**config.mk**
```make
export PLATFORM = sky130hd
export DESIGN_NAME = guess_game_ctrl_flat
export DESIGN_NICKNAME = d
export VERILOG_FILES = /design/src/rtl/guess_game_ctrl_if.sv /design/src/rtl/guess_game_ctrl.sv /design/src/flat_wrapper.sv
export SDC_FILE = /design/constraint.sdc
export NUM_CORES = 1
export LEC_CHECK = 0
export CORE_MARGIN = 4
export CORE_UTILIZATION = 42
export DETAILED_ROUTE_END_ITERATION = 10
export DONT_BUFFER_PORTS = 1
export GPL_ROUTABILITY_DRIVEN = 1
export PLACE_DENSITY = 0.64
export SLEW_MARGIN = 40
export SYNTH_ARGS = -nofsm -noshare
export SYNTH_HDL_FRONTEND = slang
export SYNTH_SLANG_ARGS = --single-unit
```
**constraint.sdc**
```tcl
create_clock -name clk -period 1.8 [get_ports clk]
set_input_delay 0.36 -clock clk [delete_from_list [all_inputs] [get_ports clk]]
set_output_delay 0.36 -clock clk [all_outputs]
set_load 0.05 [all_outputs]
```
**src/rtl/guess_game_ctrl_if.sv**
```systemverilog
// Signal bundle between the round controller and its environment.
// The environment drives start/ans_in/guess_valid/count_in; the controller drives the rest.
interface guess_game_ctrl_if;
   logic       start;
   logic [5:0] ans_in;
   logic       guess_valid;
   logic [2:0] count_in;
   logic [5:0] ans;
   logic       ready;
   logic [2:0] attempts;
   logic [2:0] last_count;
   logic [2:0] best_count;
   logic       win;
   logic       lose;
   logic       done;
   logic       err;
   logic [1:0] dbg_state;

   modport master (
      output start, ans_in, guess_valid, count_in,
      input  ans, ready, attempts, last_count, best_count, win, lose, done, err, dbg_state
   );

   modport slave (
      input  start, ans_in, guess_valid, count_in,
      output ans, ready, attempts, last_count, best_count, win, lose, done, err, dbg_state
   );
endinterface

```
**src/rtl/guess_game_ctrl.sv**
```systemverilog
// Round controller for the guess match counter: latches the answer, scores strobed
// guesses, and ends the round in WIN or LOSE after at most MAX_TRIES attempts.
module guess_game_ctrl #(
   parameter int MAX_TRIES = 4,
   parameter int WIN_COUNT = 6
) (
   input  logic             clk,
   input  logic             rst_n,
   guess_game_ctrl_if.slave bus
);

   localparam logic [1:0] S_IDLE = 2'd0;
   localparam logic [1:0] S_PLAY = 2'd1;
   localparam logic [1:0] S_WIN  = 2'd2;
   localparam logic [1:0] S_LOSE = 2'd3;

   localparam logic [2:0] MAX_TRIES_C = 3'(MAX_TRIES);
   localparam logic [2:0] WIN_COUNT_C = 3'(WIN_COUNT);
   localparam logic [2:0] ILLEGAL_C   = 3'd7;

   logic [1:0] state_q, state_d;
   logic [5:0] ans_q, ans_d;
   logic [2:0] attempts_q, attempts_d;
   logic [2:0] last_q, last_d;
   logic [2:0] best_q, best_d;
   logic       err_q, err_d;
   logic [2:0] attempts_inc;

   assign attempts_inc = attempts_q + 3'd1;

   // Handshake: guess_valid is a one-cycle strobe with count_in valid in the same cycle;
   // it is consumed only while ready (PLAY) and silently dropped in every other state.
   always_comb begin
      state_d    = state_q;
      ans_d      = ans_q;
      attempts_d = attempts_q;
      last_d     = last_q;
      best_d     = best_q;
      err_d      = 1'b0;
      case (state_q)
         S_PLAY: begin
            if (bus.guess_valid) begin
               if (bus.count_in == ILLEGAL_C) begin
                  err_d = 1'b1;
               end else begin
                  attempts_d = attempts_inc;
                  last_d     = bus.count_in;
                  best_d     = (bus.count_in > best_q) ? bus.count_in : best_q;
                  // A win on the final attempt outranks running out of tries.
                  if (bus.count_in >= WIN_COUNT_C) begin
                     state_d = S_WIN;
                  end else if (attempts_inc == MAX_TRIES_C) begin
                     state_d = S_LOSE;
                  end
               end
            end
         end
         default: begin
            if (bus.start) begin
               state_d    = S_PLAY;
               ans_d      = bus.ans_in;
               attempts_d = 3'd0;
               last_d     = 3'd0;
               best_d     = 3'd0;
            end
         end
      endcase
   end

   always_ff @(posedge clk or negedge rst_n) begin
      if (!rst_n) begin
         state_q    <= S_IDLE;
         ans_q      <= 6'd0;
         attempts_q <= 3'd0;
         last_q     <= 3'd0;
         best_q     <= 3'd0;
         err_q      <= 1'b0;
      end else begin
         state_q    <= state_d;
         ans_q      <= ans_d;
         attempts_q <= attempts_d;
         last_q     <= last_d;
         best_q     <= best_d;
         err_q      <= err_d;
      end
   end

   assign bus.ans        = ans_q;
   assign bus.ready      = (state_q == S_PLAY);
   assign bus.attempts   = attempts_q;
   assign bus.last_count = last_q;
   assign bus.best_count = best_q;
   assign bus.win        = (state_q == S_WIN);
   assign bus.lose       = (state_q == S_LOSE);
   assign bus.done       = (state_q == S_WIN) || (state_q == S_LOSE);
   assign bus.err        = err_q;
   assign bus.dbg_state  = state_q;

endmodule

```
**src/flat_wrapper.sv**
```systemverilog
// flat-port wrapper written by rule: the top's interface ports become plain ports
module guess_game_ctrl_flat 
#(
   parameter int MAX_TRIES = 4,
   parameter int WIN_COUNT = 6
)
  (clk, rst_n, bus_start, bus_ans_in, bus_guess_valid, bus_count_in, bus_ans, bus_ready, bus_attempts, bus_last_count, bus_best_count, bus_win, bus_lose, bus_done, bus_err, bus_dbg_state);
  guess_game_ctrl_if bus_i ();
  input  logic clk;
  input  logic rst_n;
  input wire logic [$bits(bus_i.start)-1:0] bus_start;
  input wire logic [$bits(bus_i.ans_in)-1:0] bus_ans_in;
  input wire logic [$bits(bus_i.guess_valid)-1:0] bus_guess_valid;
  input wire logic [$bits(bus_i.count_in)-1:0] bus_count_in;
  output wire logic [$bits(bus_i.ans)-1:0] bus_ans;
  output wire logic [$bits(bus_i.ready)-1:0] bus_ready;
  output wire logic [$bits(bus_i.attempts)-1:0] bus_attempts;
  output wire logic [$bits(bus_i.last_count)-1:0] bus_last_count;
  output wire logic [$bits(bus_i.best_count)-1:0] bus_best_count;
  output wire logic [$bits(bus_i.win)-1:0] bus_win;
  output wire logic [$bits(bus_i.lose)-1:0] bus_lose;
  output wire logic [$bits(bus_i.done)-1:0] bus_done;
  output wire logic [$bits(bus_i.err)-1:0] bus_err;
  output wire logic [$bits(bus_i.dbg_state)-1:0] bus_dbg_state;
  assign bus_i.start = bus_start;
  assign bus_i.ans_in = bus_ans_in;
  assign bus_i.guess_valid = bus_guess_valid;
  assign bus_i.count_in = bus_count_in;
  assign bus_ans = bus_i.ans;
  assign bus_ready = bus_i.ready;
  assign bus_attempts = bus_i.attempts;
  assign bus_last_count = bus_i.last_count;
  assign bus_best_count = bus_i.best_count;
  assign bus_win = bus_i.win;
  assign bus_lose = bus_i.lose;
  assign bus_done = bus_i.done;
  assign bus_err = bus_i.err;
  assign bus_dbg_state = bus_i.dbg_state;
  guess_game_ctrl #(.MAX_TRIES(MAX_TRIES), .WIN_COUNT(WIN_COUNT)) u_core (.clk(clk), .rst_n(rst_n), .bus(bus_i));
endmodule
```
==> impl_results.md <==
* Outcome: complete, no violations
* Relative slew slack at about two thirds
* Routed WL at between 1500 and 2000 um
* Core Area at between 2000 and 2500 um^2
* Fin area at around 1100 um^2
* Multi-input logic area at about 440 um^2
* Setup TNS at 0 ns
* Syn_area_per_cell at ~11 um^2
* Worst slew pin tran at between 0.4 and 0.5 ns
* Reg2reg start: u_core.bus.dbg_state[1]$_DFFE_PN0P_
* Slew Limit Fails at 0
* Worst Setup SP: u_core.bus.dbg_state[1]$_DFFE_PN0P_
* DIE HEIGHT at 55.2 um
* Final GP Congestion at around 0.75
* DRT antenna net count at 0
* Setup CP Type: flop to output pin
* Min-delay worst type: primary input to flop
* Largest net degree at the start of global routing at 19
* Synth Instances at 84
* Clk_lat worst skew at approximately 0.3 ns
* Global-route usage over all layers at between 10% and 20%
* Filler cells at 192
* Mapped cell area at about 940 um^2
* Final Cycle Share at just over 90%
* DR iter-0 viols at 3
* Remaining DRCs at 0
* Layout cells sized above 1 at 32.7%
* First-pass GRT wire length at about 3200 um
* CP Capture Type: output pin
* Area of placed instances at between 1000 and 1500 um^2
* Worst Hold Slack at between 0.1 and 0.15 ns
* Total clock sinks at 18
* Initial Util at a little under half
* FF-to-FF path depth at 6
* Total gr overflow at 0
* Nets at 117
* Reg area at ~450 um^2
* Final Setup Violations at 0
* Crit start category: flop
* Asr flop ratio synth at 100%
* Max Cap Viol at 0
* Post-layout util at between 50% and 60%
* Area Growth Syn to Fin at 15.6%
* Ant. Diodes at 0
* Worst clock skew at about 0.014 ns
* TritonRoute pass-1 iters at 4
* Fin. Hold Viols at 0
* Initial antenna violation count at 0
* Clock root buffer: clkbuf_4
* RSZ-0062 raised after global routing: no
* Number of buffers inserted by port buffering at 0
* Worst-path clk slew at roughly 0.090 ns
* Yosys reg bits at 18
* Reg2reg setup slack at around 0.14 ns
* Ys Warns at 0
* Fmax at around 0.60 GHz
* WL/cell at between 10 and 15 um
* CTS tree: yes
* Most used DFF post-synth: dfrtp_1
* Arrival time at the worst endpoint at around 1.3 ns
* CTS Buf Count at 3
* Min cycle time layout at 1.67 ns
* Post-CTS Setup Bufs at 0
* Post-synth net total at a little over 100
* Width of the die at 55.2 um
* CP max FO at 5
* HPWL Detailed at 1420 um
* EDFF count, synth at 0
* WP data required at 1.44 ns
* WHS Path Cells at 1
* Num rows at 16
* Htree depth at 1
* Via Count at 649
* Max clock buf depth at 2
* Worst Hold End: u_core.bus.dbg_state[1]$_DFFE_PN0P_
* Unique masters post-synth at 29
* Critical R2R Capture: u_core.bus.best_count[1]$_DFFE_PN0P_
* Via density at 5.19
* Sequential-to-total area share from yosys stat at between 40 and 50%
* DIE AREA at between 3000 and 4000 um^2
* Worst hold start: bus_start
* Vias in the first global route at about 670
* IO Count at 35
==> routing by layer <==
| layer | vias up | global-route usage (%) | part of all wire (%) |
|---|---|---|---|
| met1 | 302 | 15.0 | 42 |
| met5 | - | 0 | 0 |
| met3 | 4 | 6.53 | 8.5 |
| li1 | 323 | - | - |
| met2 | 20 | 20.9 | 48 |
| met4 | 0 | 6.25 | 1.8 |
==> state kept, by name, indices dropped and copies added, names as in the netlist <==
name	cells
u_core.bus.ans	6
u_core.bus.attempts	3
u_core.bus.best_count	3
u_core.bus.dbg_state	2
u_core.bus.err	1
u_core.bus.last_count	3
==> worst max path at each step <==
stage	endpoint	cells after the start
2_1_floorplan	u_core.bus.best_count[1]$_DFFE_PN0P_	7
3_3_place_gp	u_core.bus.best_count[1]$_DFFE_PN0P_	6
3_5_place_dp	u_core.bus.best_count[1]$_DFFE_PN0P_	6
4_1_cts	bus_lose	3
5_1_grt	u_core.bus.best_count[1]$_DFFE_PN0P_	7
6_report	bus_lose	3
==> logic make-up (layout without fill, tap and decap cells) <==
kind of cell	count (synthesis)	in the layout	share of synthesized area [%]
AND/OR/NAND/NOR	28	28	17.0
AO/OA/AOI/OAI	17	17	11.2
adder cells (fa/ha/maj)	5	5	6.68
XOR/XNOR	1	1	0.936
multiplexers	8	8	10.7
buffers and inverters	7	21	5.35
flip-flops	18	18	48.1
==> cell type report <==
class / instances / share of cell area (%)
Multi-Input combinational cell: 59 / 40.8
Timing Repair Buffer: 12 / 8.32
Sequential cell: 18 / 42.0
Clock buffer: 4 / 3.35
Inverter: 5 / 2.43
Tap cell: 27 / 3.12
==> repair_timing <==
item | 4_1_cts | 5_1_grt
setup endpoints to repair | 0 | 1
hold buffers | 1 | 1
hold endpoints to repair | 18 | 18
gates resized for setup | 0 | 2
==> Yosys cell counts, drive strengths merged (2+ instances only) <==
cell type	n	share of area, %
nor3	2	1.6
inv	5	2.8
a22o	4	3.7
nand3	2	1.1
nor2	7	3.6
o21ai	6	3.2
mux2	6	7.2
mux2i	2	3.5
and2	2	1.3
dfrtp	18	48
nor2b	2	1.3
nand2	8	3.2
ha	5	6.7
a21oi	5	2.7
==> through the flow <==
step                      instances  setup WS (ns)
after floorplan                  84         0.0255
after global placement          119          0.225
after detailed placement        119          0.168
after CTS                       124          0.111
after global routing            125        0.00597
final                           125          0.126
==> placed cells by master (no fill, tap or decap), types with 2 or more instances in the layout <==
cell	Yosys	final
a21oi_1	5	5
a22o_1	4	4
and2_1	2	2
buf_4	0	10
clkbuf_4	0	3
dfrtp_1	18	15
dfrtp_2	0	3
ha_1	5	5
inv_1	4	4
mux2_2	6	6
nand2_1	8	8
nand3_1	2	2
nor2_1	6	6
o21ai_0	5	5
==> critical path, stage by stage, from the launching register on <==
cell	delay [ns]
dfrtp_2	0.36
buf_4	0.30
and2_1	0.17
buf_4	0.19
Power is not shown: default switching activity piles up to over one toggle a cycle in this logic, so the estimate is an artifact.
